==> config.mk <==
export PLATFORM = sky130hd
export DESIGN_NAME = fetch_buffer
export DESIGN_NICKNAME = d
export VERILOG_FILES = /design/src/rtl/fetch_buffer.sv
export SDC_FILE = /design/constraint.sdc
export NUM_CORES = 1
export LEC_CHECK = 0
export BUFFER_PORTS_ARGS = -buffer_cell sky130_fd_sc_hd__buf_2
export CORE_MARGIN = 1.5
export CORE_UTILIZATION = 56
export CTS_CLUSTER_DIAMETER = 100
export DETAILED_ROUTE_END_ITERATION = 6
export GPL_TIMING_DRIVEN = 0
export PLACE_DENSITY = 0.85
export SYNTH_ARGS = -nofsm -noshare
export SYNTH_HDL_FRONTEND = slang
export SYNTH_SLANG_ARGS = --single-unit
==> constraint.sdc <==
create_clock -name clk -period 11 [get_ports clk]
set_input_delay 2.75 -clock clk [delete_from_list [all_inputs] [get_ports clk]]
set_output_delay 2.75 -clock clk [all_outputs]
set_load 0.01 [all_outputs]
==> src/rtl/fetch_buffer.sv <==
// Instruction fetch buffer: circular FIFO of {pc, instr, adel} between fetch and decode.
// Optional same-cycle bypass of an empty buffer is enabled by defining FETCH_BUFFER_BYPASS_EN.
module fetch_buffer #(
  parameter int DEPTH = 4
) (
  input  logic                     clk,
  input  logic                     reset,
  input  logic                     flush,
  input  logic                     in_valid,
  output logic                     in_ready,
  input  logic [31:0]              in_pc,
  input  logic [31:0]              in_instr,
  input  logic                     in_adel,
  output logic                     out_valid,
  input  logic                     out_ready,
  output logic [31:0]              out_pc,
  output logic [31:0]              out_instr,
  output logic                     out_adel,
  output logic [$clog2(DEPTH):0]   count
);

  localparam int AW = $clog2(DEPTH);
  localparam int PW = AW + 1;
  localparam logic [PW-1:0] PTR_ONE  = PW'(1);
  localparam logic [PW-1:0] PTR_ZERO = PW'(0);

  logic [31:0]      pc_mem_r    [DEPTH];
  logic [31:0]      instr_mem_r [DEPTH];
  logic [DEPTH-1:0] adel_mem_r;

  logic [PW-1:0] wr_ptr_r;
  logic [PW-1:0] rd_ptr_r;

  logic full_s;
  logic empty_s;
  logic push_s;
  logic pop_s;
  logic head_valid_s;
  logic byp_s;

  // Pointer MSB acts as the wrap bit so full and empty stay distinguishable.
  assign full_s  = (wr_ptr_r[AW] != rd_ptr_r[AW]) && (wr_ptr_r[AW-1:0] == rd_ptr_r[AW-1:0]);
  assign empty_s = (wr_ptr_r == rd_ptr_r);
  assign head_valid_s = !empty_s && !flush;
  assign in_ready = !full_s && !flush;
  assign count    = wr_ptr_r - rd_ptr_r;

`ifdef FETCH_BUFFER_BYPASS_EN
  assign byp_s  = empty_s && in_valid && !flush;
  // A bypassed entry that the decoder takes immediately never touches storage.
  assign push_s = in_valid && in_ready && !(byp_s && out_ready);
  assign pop_s  = head_valid_s && out_ready;
`else
  assign byp_s  = 1'b0;
  assign push_s = in_valid && in_ready;
  assign pop_s  = head_valid_s && out_ready;
`endif

  // Decoder-facing outputs: NOP fields whenever nothing valid is presented.
  always_comb begin
    out_valid = 1'b0;
    out_pc    = 32'h0000_0000;
    out_instr = 32'h0000_0000;
    out_adel  = 1'b0;
    if (byp_s) begin
      out_valid = 1'b1;
      out_pc    = in_pc;
      out_instr = in_instr;
      out_adel  = in_adel;
    end else if (head_valid_s) begin
      out_valid = 1'b1;
      out_pc    = pc_mem_r[rd_ptr_r[AW-1:0]];
      out_instr = instr_mem_r[rd_ptr_r[AW-1:0]];
      out_adel  = adel_mem_r[rd_ptr_r[AW-1:0]];
    end else begin
      out_valid = 1'b0;
    end
  end

  // Read/write pointer update; reset takes priority over flush.
  always_ff @(posedge clk) begin
    if (reset) begin
      wr_ptr_r <= PTR_ZERO;
      rd_ptr_r <= PTR_ZERO;
    end else if (flush) begin
      wr_ptr_r <= PTR_ZERO;
      rd_ptr_r <= PTR_ZERO;
    end else begin
      if (push_s) begin
        wr_ptr_r <= wr_ptr_r + PTR_ONE;
      end
      if (pop_s) begin
        rd_ptr_r <= rd_ptr_r + PTR_ONE;
      end
    end
  end

  // Entry storage; contents are left as-is on reset since pointers define validity.
  always_ff @(posedge clk) begin
    if (push_s && !reset) begin
      pc_mem_r[wr_ptr_r[AW-1:0]]    <= in_pc;
      instr_mem_r[wr_ptr_r[AW-1:0]] <= in_instr;
      adel_mem_r[wr_ptr_r[AW-1:0]]  <= in_adel;
    end
  end

endmodule
# After elaboration in Yosys (flattened, before gate mapping)
# Memory sizes are Yosys's and may differ from the RTL's. A register that Yosys moved wholly into a read port is not among the register bits.
# Index checks and enable logic that the tools add are counted.
# totals
reg_bits	10
ramBits	256
input_bits	70
output_inout_bits	70
mem_count	2
# classes
n_addsub	3
order_cmp	3
n_eq_ne	3
n_mux	15
reduce_logical	12
# mem_list
name	depth	word_bits	rd	rd_clocked_by_memory_dff	write_ports	line	rtl
instr_mem_r	4	32	1	1	1	28	logic [31:0] instr_mem_r [DEPTH];
pc_mem_r	4	32	1	1	1	27	logic [31:0] pc_mem_r [DEPTH];
# op_table
op	n
32-bit two-way mux	2
2-bit two-way mux	4
1-bit logical AND	7
3-bit by 1-bit adder with 3-bit output, second input constant	2
2-bit by 3-bit < comparator with 1-bit output, second input constant	2
1-bit two-way mux	6
4-bit bitwise mux	1
1-bit zero test	4
3-bit equality test	1
3-bit subtractor	1
1-bit binary-select mux with 2-bit select	1
1-bit demux with 2-bit select	1
2-bit equality test	1
2-bit by 1-bit greater-or-equal comparator with 1-bit output, second input constant	1
2-bit OR reduction	1
1-bit inequality test	1

# Logic depth before layout (Yosys ltp)
# logic_depth
ltp_word	8
mapped_depth	7

# Worst setup path after synthesis
# OpenSTA, ideal clock, no wires.
# synth_path
kind	in2reg
from	input port in_valid
to	register adel_mem_r[0], enable pin
t_arrival_ns	7.885
required_time_ns	10.418
path_slack_ns	2.534
stages	3
n_path_buf	0
cell_sequence	nor2b_1 -> o21ai_1 -> nor3b_1
# synth_between
elab_chain_len	2
# synth_rtl
element	line	rtl
from (decl)	9	input logic in_valid,
1-bit logical AND	55	assign push_s = in_valid && in_ready;
1-bit logical AND	100	if (push_s && !reset) begin
to (signal, indexed assignment)	103	adel_mem_r[wr_ptr_r[AW-1:0]] <= in_adel;
to (decl)	29	logic [DEPTH-1:0] adel_mem_r;
# Every way passes these cells.
# A chain may end at the register's enable or synchronous reset.

# Final worst setup path
# layout_path
from	input port flush
to	output port out_pc[7]
# layout_between
elab_chain_len	3
# layout_rtl
element	line	rtl
from (decl)	8	input logic flush,
1-bit zero test	44	assign head_valid_s = !empty_s && !flush;
1-bit logical AND	44	
32-bit two-way mux	70	end else if (head_valid_s) begin
to (decl)	16	output logic [31:0] out_pc,
# Every way passes these cells.

==> impl_metrics.toml <==
[flow_run]
cap_violations = 0

[synth]
syn_avg_cell_area_um2 = 22.1
yosys_warnings = 0
synthDominantCellAreaShare = 0.749
synth_nets = 550
syn-cell-area_mm2 = 0.0104
yosys-top-cells-area = "edfxtp_1 (75%), mux4_2 (14%), nor2b_1 (3.7%)"
ys_types = 27
ys_seq_area_frac = 0.764
ys_async_sr_fraction = 0
synth_edf_count = 260
ys_ff_latch = 268
netlist_instances = 472
netlist.top_cell.by_area = "edfxtp_1"
ys.flop_type = "edfxtp_1"

[die]
core-area_mm2 = 0.0181
ios = 140
die-width_um = 139
die_y_um = 139
start_util = 0.577
die_area_mm2 = 0.0194
num_rows = 49

[finish]
drive_above_1_share = 0.439
fillers = 1101
nNetsFinal = 744
design_area_mm2 = 0.0127
n_antenna_cell = 0
syn_to_final_growth_pct = 21.3
multiInputGateArea_mm2 = 0.00227
regArea_mm2 = 0.00797

[sta]
slew_viol_final = 0
period_needed_ns = 6.58
fmax_mhz = 152
worst_slew_pin_slew_ns = 0.833
maxSlewHeadroom = 0.442
setup_viol = 0
rsz0062_at_grt = "false"
fin_ws_ns = 4.42
fin_crit_sh = 0.598
fin_tns_setup_ns = 0
finalHoldViolations = 0
fin_skew_ns = 0.0201

[clocking]
clkSinkCount = 268
cts_buffers = 26
cts.path.max_buffers = 3
cts-hold-fix-buffers = 0
path_clk_slew_ns = 0.06
clock_latency_ns = 0.53
cts_root_buf = "clkbuf_16"
htree_levels = 1
cts_resized = 0
tritoncts = "yes"
cts_setup_buffers = 0

[grt]
grt_pass1_wl_mm = 30.7
track_usage = 0.206
grt_start_max_net_pins = 15
grt_overflow = 0
antenna_found_initial = 2
first_global_vias = 5533

[worst_setup_path]
cp_slowest_cell = "clkbuf_1"
r2r_cells = 8
worstPathRequired_ns = 8.25
crit_start = "flush"
cpPeakStageDelay_ns = 0.45
start_kind = "input pin"
cp.arrival_ns = 3.83
r2r-start = "wr_ptr_r[0]$_SDFFE_PP0P_"
cp-end-kind = "output port"
critPathTopFamily = "buffers and inverters"
reg2reg_to = "pc_mem_r[2][16]$_DFFE_PP_"
crit_fanout = 10
path_depth = 5
rrSetupSlack_ns = 8.10
crit_type = "in -> out"
crit_path_end = "out_pc[7]"
worst-path-buf-inv = 3
crit_path_frequent_cell = "buf_2"
cp_cell_sequence = "buf_2 > a21o_1 > clkbuf_1 > nor2b_1 > buf_2"

[place]
gp_congestion = 0.788
io_buffers = 138
hpwl_mm = 13.7
placed_cell_area_mm2 = 0.0118
post-place-ws_ns = 4.41

[pwr]
pwr_density_cell_mw_per_mm2 = 166
p_leak_nw = 4.42
vdd_drop_max_v = 0.000165

[detailed_routing]
drc = 9
wirelength_mm = 19.7
wl_met3_mm = 1.45
post_drt_via_cell_ratio = 5.59
dr_wl_met2_mm = 10.4
wl_met1_mm = 7.40
first_pass_iters = 7
wl_per_cell_um = 21.5
antenna_left = 0
first_iter_violations = 223
num_vias = 5118
top_layer = "met5"

[outcome]
violations = "design-rule violations"
run_status = "complete, but fails checks"

[hold_path]
hp-start = "rd_ptr_r[2]$_SDFFE_PP0P_"
holdCritPathClass = "reg -> reg"
==> power breakdown <==
group | switching, W | internal [W]
sequential | 0.00000241 | 0.00113
clock | 0.000358 | 0.000555
combinational | 0.0000326 | 0.0000280
total | 0.000393 | 0.00171
==> layout make-up <==
cell class	instances	area share
inverters	7	0.00208
multi-input cells	175	0.180
flip-flops and latches	268	0.630
plain buffers	22	0.0143
clock inverters	14	0.0142
clock buffers	34	0.0570
repair buffers	166	0.0804
well taps	229	0.0226
==> cells by family after synthesis <==
| group | synth area share |
|---|---|
| adders and majority gates | 0.0103 |
| and+or+nand+nor | 0.0528 |
| xor gates and xnor gates | 0.00240 |
| muxes | 0.147 |
| buffers and inverters | 0.0199 |
| AOI/OAI and AO/OA | 0.00336 |
| DFF | 0.764 |
==> worst register-to-register path: cells and delay by family, from the launching register on <==
family	cells	cell delay, ns
flip-flops	1	0.41
AO/OA/AOI/OAI	1	0.21
adder cells (fa/ha/maj)	1	0.34
buffers and inverters	4	0.74
AND/OR/NAND/NOR	2	0.89
==> stage by stage <==
stage               cells   util  power, W  hold slack, ns
floorplan             472      -   0.00118           0.472
global placement      839  0.631   0.00121           0.483
CTS                   915  0.700   0.00212           0.529
finish                915  0.700   0.00210           0.528
detailed placement    867  0.650   0.00121           0.521
global route          915  0.700   0.00217           0.557
==> routing by layer <==
metal,global-route usage,vias to the layer above
met5,0,-
met4,0.0498,4
met3,0.0468,33
met2,0.365,171
met1,0.262,2608
li1,-,2302
==> flip-flops by register name, indices dropped and copies added (netlist names), named ones only <==
signal	flops
instr_mem_r	128
pc_mem_r	128
adel_mem_r	4
rd_ptr_r	3
wr_ptr_r	3
==> worst min path at each step <==
| stage | end | slack [ns] | cells past startpoint |
|---|---|---|---|
| 2_1_floorplan | wr_ptr_r[0]$_SDFFE_PP0P_ | 0.47 | 2 |
| 3_5_place_dp | wr_ptr_r[2]$_SDFFE_PP0P_ | 0.52 | 2 |
| 3_3_place_gp | wr_ptr_r[0]$_SDFFE_PP0P_ | 0.48 | 2 |
| 5_1_grt | wr_ptr_r[2]$_SDFFE_PP0P_ | 0.56 | 2 |
| 6_report | rd_ptr_r[2]$_SDFFE_PP0P_ | 0.53 | 2 |
| 4_1_cts | wr_ptr_r[2]$_SDFFE_PP0P_ | 0.53 | 2 |
==> cells in the mapped netlist, types with 2 or more instances <==
library cell and number:
nor2b_1 61, nor2_1 3, nor3b_1 4, dfxtp_1 8, ha_1 7, nor2b_4 3
mux4_2 65, inv_1 7, nor2b_2 2, buf_6 12, mux2i_1 7, edfxtp_1 260
nand2_1 10, or3_1 3, buf_2 6, clkbuf_1 3
==> placed cells by master, fill, tap and decap left out, types with 2 or more instances in the layout <==
cell	n
buf_2	144
buf_6	37
buf_8	3
bufinv_16	4
clkbuf_1	7
clkbuf_16	26
clkbuf_8	4
clkinv_1	3
clkinv_2	5
dfxtp_1	8
edfxtp_1	260
ha_1	7
inv_1	7
mux2i_1	7
mux4_2	65
nand2_1	10
nor2_1	3
nor2b_1	61
nor2b_2	2
nor2b_4	3
nor3b_2	4
or3_1	3
Power figures use the tool's default switching activity.
